<file path="src/rtl/output_bank.sv">
// Multi-channel fabric-to-pad output cell: combinational buffer, registered output with hold,
// or LSB-first parallel-to-serial shifter with a valid/ready word handshake.
module output_bank #(
    parameter int              WIDTH     = 4,
    parameter string           MODE      = "out_reg",
    parameter int              SER_RATIO = 4,
    parameter logic [WIDTH-1:0] INIT     = '0
) (
    input  logic                           IQC,
    input  logic                           QRT,
    input  logic [WIDTH*SER_RATIO-1:0]     OQI,
    input  logic                           OQI_VLD,
    output logic                           OQI_RDY,
    input  logic                           HOLD,
    output logic [WIDTH-1:0]               F2A,
    output logic                           F2A_ACT
);

    if (MODE == "out_buff") begin : g_buff
        for (genvar c = 0; c < WIDTH; c++) begin : g_tap
            assign F2A[c] = OQI[c*SER_RATIO];
        end
        assign OQI_RDY = 1'b1;
        assign F2A_ACT = 1'b0;

        logic unused_buff;
        assign unused_buff = ^{IQC, QRT, HOLD, OQI_VLD, OQI};
    end else if (MODE == "out_reg") begin : g_reg
        logic [WIDTH-1:0] tap;
        logic [WIDTH-1:0] f2a_q;

        for (genvar c = 0; c < WIDTH; c++) begin : g_tap
            assign tap[c] = OQI[c*SER_RATIO];
        end

        always_ff @(posedge IQC) begin
            if (QRT) begin
                f2a_q <= INIT;
            end else if (!HOLD) begin
                f2a_q <= tap;
            end
        end

        assign F2A     = f2a_q;
        assign OQI_RDY = ~HOLD & ~QRT;
        assign F2A_ACT = 1'b0;

        logic unused_reg;
        assign unused_reg = ^{OQI_VLD, OQI};
    end else if (MODE == "out_ser") begin : g_ser
        if (SER_RATIO < 2) begin : g_bad_ratio
            $error("output_bank: SER_RATIO must be >= 2 in out_ser mode");
        end

        localparam int             CW   = (SER_RATIO > 1) ? $clog2(SER_RATIO) : 1;
        localparam logic [CW-1:0]  LAST = CW'(SER_RATIO - 1);

        typedef enum logic {IDLE, SHIFT} state_t;

        state_t                             state;
        logic [CW-1:0]                      cnt;
        logic [WIDTH-1:0][SER_RATIO-1:0]    shreg;
        logic [WIDTH-1:0]                   f2a_q;
        logic                               rdy;
        logic                               accept;

        // Ready on the last bit too, so a waiting word follows with no idle gap.
        assign rdy    = ~QRT & ~HOLD & ((state == IDLE) | (cnt == LAST));
        assign accept = OQI_VLD & rdy;

        // Bit 0 goes straight to the pad on accept; shreg keeps the remaining bits, next one at [0].
        always_ff @(posedge IQC) begin
            if (QRT) begin
                state <= IDLE;
                cnt   <= '0;
                shreg <= '0;
                f2a_q <= INIT;
            end else if (!HOLD) begin
                if (accept) begin
                    for (int c = 0; c < WIDTH; c++) begin
                        shreg[c] <= OQI[c*SER_RATIO +: SER_RATIO] >> 1;
                        f2a_q[c] <= OQI[c*SER_RATIO];
                    end
                    cnt   <= '0;
                    state <= SHIFT;
                end else if (state == SHIFT) begin
                    if (cnt != LAST) begin
                        cnt <= cnt + 1'b1;
                        for (int c = 0; c < WIDTH; c++) begin
                            shreg[c] <= shreg[c] >> 1;
                            f2a_q[c] <= shreg[c][0];
                        end
                    end else begin
                        state <= IDLE;
                        cnt   <= '0;
                        f2a_q <= INIT;
                    end
                end
            end
        end

        assign F2A     = f2a_q;
        assign OQI_RDY = rdy;
        assign F2A_ACT = (state == SHIFT);
    end else begin : g_bad_mode
        $error("output_bank: MODE must be out_buff, out_reg or out_ser");
    end

endmodule

</file>
<file path="config.mk">
export PLATFORM = sky130hd
export DESIGN_NAME = output_bank
export DESIGN_NICKNAME = d
export VERILOG_FILES = /design/src/rtl/output_bank.sv
export SDC_FILE = /design/constraint.sdc
export NUM_CORES = 1
export LEC_CHECK = 0
export BUFFER_PORTS_ARGS = -buffer_cell sky130_fd_sc_hd__buf_2
export CAP_MARGIN = 5
export CELL_PAD_IN_SITES_DETAIL_PLACEMENT = 1
export CELL_PAD_IN_SITES_GLOBAL_PLACEMENT = 1
export CORE_AREA = 5 5 42 44
export DETAILED_ROUTE_END_ITERATION = 6
export DIE_AREA = 0 0 47 49
export MAX_ROUTING_LAYER = met4
export PLACE_DENSITY = 0.58
export SLEW_MARGIN = 20
export SYNTH_ARGS = -nofsm -noshare
export SYNTH_HDL_FRONTEND = slang
export SYNTH_SLANG_ARGS = --single-unit
export TNS_END_PERCENT = 20
</file>
<file path="constraint.sdc">
create_clock -name IQC -period 0.9 [get_ports IQC]
set_input_delay 0.135 -clock IQC [delete_from_list [all_inputs] [get_ports IQC]]
set_output_delay 0.135 -clock IQC [all_outputs]
set_load 0.01 [all_outputs]
</file>
==> flow_summary.toml, run 1 <==
[run_status]
status = "complete, no violations"

[yosys]
ys_ff_latch = 4
synthAdderAreaFrac_pct = 0
avgSynthCellArea_um2 = 10.1
syn_area_um2 = 161
synth.area.top_cells = "dfxtp_1, mux2i_1, nor2_1, buf_6, buf_4"
netlist.area_leader.share_pct = 49.6
syn_nets = 36
synthMuxAreaShare_pct = 24.8
ys_seq_area_share_pct = 49.6
synth_top_family_by_area = "multiplexers"
synth_cells = 16
synth_warnings = 0
synth-xor-area-share_pct = 0
synth-simple-area-share_pct = 11.6
synth_area_leader_cell = "dfxtp_1"
synth_cell_type_count = 6
synth_compound_area_share_pct = 0

[clock_network]
path_clk_slew_ns = 0.04
cts_max_path_buffers = 2
cts_resized = 0
root_buffer = "clkbuf_4"
numClockSinks = 4
cts_tree = "done"
htreeDepth = 1
cts_hold_buf = 0
clk_latency_ns = 0.23
cts_buffers = 3
postCtsSetupBuffers = 0

[power_and_ir_drop]
ir_worst_vdd_mv = 0.803
switching_share_pct = 22.9
internal-power_w = 0.000367
p_per_area_nw_per_um2 = 1980
p_comb_share_pct = 12.2
switching_power_w = 0.000109
pwr-share-clk_pct = 46.9
p_seq_share_pct = 40.9
leakagePower_nw = 0.132

[setup_path]
critical-path-max-stage-delay_ns = 0.33
critPathMaxFanout = 2
path_cells = "buf_2"
path_buf_inv = 1
critPathTopFamily = "flip-flops"
startpoint_type = "flop"
required_ns = 0.76
slowest_stage = "dfxtp_1"
arrival_ns = 0.70
end_kind = "output pin"
crit_type = "reg -> out"

[timing]
fin_skew_ns = 0
finalSetupViolations = 0
period_share_pct = 93.1
rsz0062_at_grt = "false"
hold_viol_final = 0
period_needed_ns = 0.838
max_freq_mhz = 1190
setup_tns_ns = 0
drv_slew = 0

[global_route]
overflow = 0
grtUsageTotal_pct = 5.63
grt_max_degree = 6
antenna_found_initial = 0
grt_pass1_wl_um = 772
grt_pass1_vias = 177

[placement]
post-place-cells = 41
io_buffers = 11
gp_congestion = 0.656

[detailed_routing]
dr.pass1.iters = 2
drt_iter0_markers = 11
wl_met1_um = 226
wl_met3_um = 95
drt-vias-per-instance = 3.52
vias = 155
wl_met2_um = 113
ant_nets = 0
wire_per_inst_um = 10.0
highest_layer = "met4"
routed_wl_um = 441
drc = 0

[final_layout]
drive_gt1_share_pct = 50.0
final_common_cell = "buf_2"
layout_common_cells = "buf_2, nor2_1, dfxtp_1, mux2i_1, clkbuf_4"
fillerInstances = 182
antenna-diode-count = 0
instances_no_fill = 44
largest_reg_flops = 4
area_growth_pct = 48.8
final_nets = 50

[hold_path]
hp-class = "in -> reg"

[die]
placeableCoreArea_um2 = 1400
num_rows = 14
die_h_um = 49
die_x_um = 47
io_pins = 26
start_util_pct = 11.5
dieArea_um2 = 2300

[run]
maxCapViolations = 0
path summary, 6_finish.rpt:
kind | startpoint | endpoint | slack [ns] | depth (start not counted)
max | F2A[0] | F2A[0] | 0.06 | 1
min reg2reg | F2A[1] | F2A[1] | 0.49 | 2
min | QRT | F2A[1] | 0.13 | 2
max reg2reg | F2A[0] | F2A[0] | 0.31 | 2
cells in the mapped netlist:
| library cell | number |
|---|---|
| nor2_1 | 5 |
| dfxtp_1 | 4 |
| mux2i_1 | 4 |
| buf_4 | 1 |
| buf_6 | 1 |
| conb_1 | 1 |
metrics by stage:
stage          cell area (µm²)  total power [W]  hold slack [ns]  setup WS, ns  util [%]
3_5_place_dp               218         0.000256            0.378         0.234      15.5
5_1_grt                    240         0.000521            0.142       0.00231      17.1
2_1_floorplan              161         0.000232            0.207         0.303         -
4_1_cts                    240         0.000485            0.128        0.0474      17.1
3_3_place_gp               218         0.000255            0.366         0.253      15.5
6_report                   240         0.000475            0.127        0.0622      17.1
logic make-up (layout without fill, tap and decap cells):
logic type / count (synthesis) / count (layout)
buffers and inverters: 2 / 14
multiplexers: 4 / 4
other: 1 / 1
AND/OR/NAND/NOR: 5 / 5
flip-flops: 4 / 4
worst reg2reg max path, delay by kind of cell (launching register included):
family,cells,cell delay (ns)
flip-flops,1,0.31
multiplexers,1,0.13
AND/OR/NAND/NOR,1,0.05
cell type report:
| class | count | area, µm² | share of cell area, % |
|---|---|---|---|
| clock buffers | 3 | 22.5 | 9.38 |
| multi-input cells | 10 | 62.6 | 26.0 |
| flip-flops and latches | 4 | 80.1 | 33.3 |
| well taps | 16 | 20.0 | 8.33 |
| repair buffers | 11 | 55.1 | 22.9 |
per-layer routing:
layer	vias up	global-route usage, %
met5	-	-
li1	73	-
met2	17	4.75
met1	63	6.59
met4	0	2.76
met3	2	7.75
power groups by stage:
stage               Clock, W  Sequential [W]  Combinational (W)
floorplan                  0        0.000202          0.0000304
finish              0.000223        0.000194          0.0000578
global placement           0        0.000198          0.0000578
detailed placement         0        0.000197          0.0000588
global route        0.000260        0.000196          0.0000652
CTS                 0.000231        0.000195          0.0000593
Power figures use the tool's default switching activity.
==> run 2: changes to the inputs <==
CORE_AREA = 2 2 39 41   (was 5 5 42 44)
CTS_BUF_LIST = sky130_fd_sc_hd__clkbuf_4 sky130_fd_sc_hd__clkbuf_8 sky130_fd_sc_hd__clkbuf_16   (was not set)
DIE_AREA = 0 0 41 43   (was 0 0 47 49)
==> run 2 against run 1 <==
Net effect:
- die area decreased by 23%
- core utilization increased by 0.22 points
- sequential share of layout area unchanged
- global-route usage increased by 0.75 points
- clock skew unchanged
- combinational power increased by 0.7%
- first-iteration DRC count decreased by 82%
- critical path type unchanged
==> flow_summary.toml, run 2 (synthesis gave the netlist of run 1 again) <==
[run_status]
status = "complete, no violations"

[power_and_ir_drop]
p_seq_share_pct = 40.6
p_per_area_nw_per_um2 = 1990
ir_worst_vdd_mv = 0.344
internal-power_w = 0.000367
p_comb_share_pct = 12.2
switching_share_pct = 23.3
p_total_w = 0.000478
pwr-share-clk_pct = 47.2
leakagePower_nw = 0.132
switching_power_w = 0.000111

[setup_path]
slowest_stage = "dfxtp_1"
rr_endpoint = "F2A[0]"
rr_worst_depth = 2
critPathTopFamily = "flip-flops"
arrival_ns = 0.70
critical-path-max-stage-delay_ns = 0.33
path_buf_inv = 1
end_kind = "output pin"
crit_type = "reg -> out"
startpoint_type = "flop"
critPathMaxFanout = 2
required_ns = 0.76
r2r_setup_slack_ns = 0.31
path_cells = "buf_2"
worstReg2RegStart = "F2A[0]"

[timing]
period_share_pct = 92.8
fin_skew_ns = 0
drv_slew = 0
whs_ns = 0.130
max_freq_mhz = 1200
rsz0062_at_grt = "false"
hold_viol_final = 0
period_needed_ns = 0.835
setup_tns_ns = 0
finalSetupViolations = 0

[die]
die_h_um = 43
dieArea_um2 = 1760
num_rows = 14
start_util_pct = 11.7
placeableCoreArea_um2 = 1380
io_pins = 26
die_x_um = 41

[global_route]
grt_max_degree = 6
overflow = 0
grt_pass1_vias = 126
grt_pass1_wl_um = 586
antenna_found_initial = 0
grtUsageTotal_pct = 6.38

[detailed_routing]
drc = 0
ant_nets = 0
routed_wl_um = 425
vias = 152
wire_per_inst_um = 9.66
drt-vias-per-instance = 3.45
dr.pass1.iters = 2
drt_iter0_markers = 2

[final_layout]
final_area_um2 = 240
final_common_cell = "buf_2"
largest_reg_flops = 4
area_growth_pct = 48.8
final_nets = 50
drive_gt1_share_pct = 50.0
antenna-diode-count = 0
layout_common_cells = "buf_2, nor2_1, dfxtp_1, mux2i_1, clkbuf_4"
fillerInstances = 166

[hold_path]
min_to = "F2A[1]"
hold_path_startpoint = "QRT"
hold_path_depth = 2
hp-class = "in -> reg"

[clock_network]
root_buffer = "clkbuf_4"
cts_hold_buf = 0
cts_max_path_buffers = 2
numClockSinks = 4
htreeDepth = 1
clk_latency_ns = 0.23
cts_resized = 0
postCtsSetupBuffers = 0
cts_tree = "done"
cts_buffers = 3
path_clk_slew_ns = 0.04

[placement]
gp_congestion = 0.636
dpl_cell_area_um2 = 218
io_buffers = 11

[run]
maxCapViolations = 0
run 2: cell counts in the layout (fill, tap and decap cells not counted):
Identical to the previous run, type by type.
run 2: worst max-delay path by stage:
stage | start | to | depth (start not counted)
2_1_floorplan | F2A[0] | F2A[0] | 2
3_3_place_gp | HOLD | OQI_RDY | 3
3_5_place_dp | HOLD | F2A[3] | 3
4_1_cts | F2A[2] | F2A[2] | 1
5_1_grt | F2A[2] | F2A[2] | 1
6_report | F2A[2] | F2A[2] | 1
run 2: power by group through the flow:
stage | clock network [W] | registers, W | logic (W)
2_1_floorplan | 0 | 0.000202 | 0.0000304
3_3_place_gp | 0 | 0.000197 | 0.0000576
3_5_place_dp | 0 | 0.000197 | 0.0000589
6_report | 0.000226 | 0.000194 | 0.0000582
4_1_cts | 0.000241 | 0.000195 | 0.0000590
5_1_grt | 0.000258 | 0.000195 | 0.0000639
run 2: metrics by stage:
stage,setup slack (ns),utilization [%],instances
after detailed placement,0.245,15.7,41
after floorplan,0.303,-,16
after global routing,0.0144,17.4,44
final,0.0648,17.4,44
after CTS,0.0481,17.4,44
after global placement,0.254,15.7,41
run 2: area by class of cell:
type	count	area, µm²	area share (%)
Multi-Input combinational cell	10	62.6	26.0
Sequential cell	4	80.1	33.3
Timing Repair Buffer	11	55.1	22.9
Tap cell	16	20.0	8.33
Clock buffer	3	22.5	9.38
run 2: layer usage:
metal  track usage [%]  part of all wire (%)  vias to the layer above
met1              9.00                    50                       61
met5                 -                     0                        -
met3              3.14                    17                        4
met4              10.0                   6.4                        0
li1                  -                     -                       72
met2              4.06                    26                       15
==> run 3: changes to the inputs <==
ABC_AREA = 1   (was not set)
PLACE_DENSITY = 0.65   (was 0.58)
==> run 3 against run 2 <==
Net effect:
- final cell count increased by 30%
- largest cell class unchanged
- clock-buffer cell count unchanged
- critical path depth unchanged
- first-iteration DRC count down 100%
==> flow_summary.toml, run 3 <==
[timing]
drv_slew = 0
fin_skew_ns = 0
timing.final.ws_setup_ns = 0.0824
whs_ns = 0.118
hold_viol_final = 0
period_share_pct = 90.8
max_freq_mhz = 1220
period_needed_ns = 0.818
finalSetupViolations = 0
setup_tns_ns = 0
rsz0062_at_grt = "false"

[clock_network]
path_clk_slew_ns = 0.04
cts_hold_buf = 0
root_buffer = "clkbuf_4"
numClockSinks = 4
clk_latency_ns = 0.23
postCtsSetupBuffers = 0
cts_max_path_buffers = 2
cts_tree = "done"
htreeDepth = 1
cts_resized = 0
cts_buffers = 3

[die]
die_h_um = 43
num_rows = 14
io_pins = 26
die_x_um = 41
start_util_pct = 14.1
placeableCoreArea_um2 = 1380
dieArea_um2 = 1760

[yosys]
synth-edff-count = 0
avgSynthCellArea_um2 = 6.73
syn_area_um2 = 195
ys_async_sr_fraction_pct = 0
ys_ff_latch = 4
netlist.area_leader.share_pct = 41.0
synth_common_cells = "nor2_1, inv_1, nand2_1"
ys_seq_area_share_pct = 41.0
syn_nets = 49
synth_cell_type_count = 9
synth_cells = 29
synthFlopType = "dfxtp_1"
synth.area.top_cells = "dfxtp_1, nor2_1, inv_1, nand2_1, nand2_2"
synth_area_leader_cell = "dfxtp_1"
synth_most_common_cell = "nor2_1"
synth_warnings = 0

[detailed_routing]
vias = 200
drt-vias-per-instance = 3.51
wire_per_inst_um = 7.16
drt_iter0_markers = 0
drc = 0
routed_wl_um = 408
dr.pass1.iters = 1
ant_nets = 0

[placement]
gp_congestion = 0.648
place_hpwl_um = 324
io_buffers = 11
place_ws_ns = 0.217

[setup_path]
end_kind = "output pin"
crit_type = "reg -> out"
required_ns = 0.76
critPathMaxFanout = 2
path_cells = "buf_2"
startpoint_type = "flop"
critPathTopFamily = "flip-flops"
path_buf_inv = 1
critical-path-max-stage-delay_ns = 0.32
slowest_stage = "dfxtp_1"
arrival_ns = 0.68

[final_layout]
largest_reg_flops = 4
drive_gt1_share_pct = 43.9
area_growth_pct = 40.4
final_nets = 63
final_common_cell = "buf_2"
fillerInstances = 174
layout_common_cells = "buf_2, nor2_1, inv_1, nand2_1, dfxtp_1"
antenna-diode-count = 0

[global_route]
grt_use_met2_pct = 8.44
overflow = 0
grt_pass1_vias = 179
use_met1_pct = 5.81
top_usage_layer = "met2"
grtUsageTotal_pct = 7.11
antenna_found_initial = 0
use_met3_pct = 7.85
grt_pass1_wl_um = 696
grt_max_degree = 10

[run_status]
status = "complete, no violations"

[power_and_ir_drop]
leakagePower_nw = 0.157
ir_worst_vdd_mv = 0.495
p_per_area_nw_per_um2 = 1800

[hold_path]
hp-class = "in -> reg"

[run]
maxCapViolations = 0
==> run 3: changes by cell type in the layout (fill, tap and decap cells not counted) <==
cell	change
inv_1	+5
nand2_1	+5
mux2i_1	-4
nand2_2	+3
nor2_1	+3
nor2_2	+1
==> run 3: cells by family after synthesis <==
| family | count (synthesis) | share of synthesized area (%) |
|---|---|---|
| buffers and inverters | 7 | 19.2 |
| and+or+nand+nor | 17 | 37.8 |
| DFF | 4 | 41.0 |
| other | 1 | 1.92 |
==> run 3: path summary, 6_finish.rpt <==
kind	start	end	slack, ns	cells after the start
hold / removal	OQI[4]	F2A[1]	0.12	3
setup / recovery	F2A[0]	F2A[0]	0.08	1
hold reg to reg	F2A[1]	F2A[1]	0.52	4
setup reg to reg	F2A[2]	F2A[2]	0.31	4
==> run 3: per-layer routing <==
metal | vias up | share of wire [%]
met5 | - | 0
met1 | 85 | 34
met3 | 2 | 17
met2 | 11 | 46
li1 | 102 | -
met4 | 0 | 2.7
==> run 3: final cells by class <==
type	instances	area, µm²	share of cell area (%)
inverter	5	18.8	6.85
multi-input combinational	18	77.6	28.3
tap	16	20.0	7.31
sequential	4	80.1	29.2
clock buffer	3	22.5	8.22
timing repair buffer	11	55.1	20.1
==> run 3: through the flow <==
stage,power (W),utilization [%],cell area (µm²),instances
2_1_floorplan,0.000251,-,195,29
3_3_place_gp,0.000274,18.2,251,54
3_5_place_dp,0.000277,18.2,251,54
4_1_cts,0.000509,19.8,274,57
5_1_grt,0.000537,19.8,274,57
6_report,0.000492,19.8,274,57
==> run 3: report_power, final <==
part	leakage (nW)	internal, W	switching (W)	total, W
Sequential	0.0333	0.000191	0.00000520	0.000196
Combinational	0.110	0.0000327	0.0000424	0.0000751
Clock	0.0138	0.000149	0.0000715	0.000220
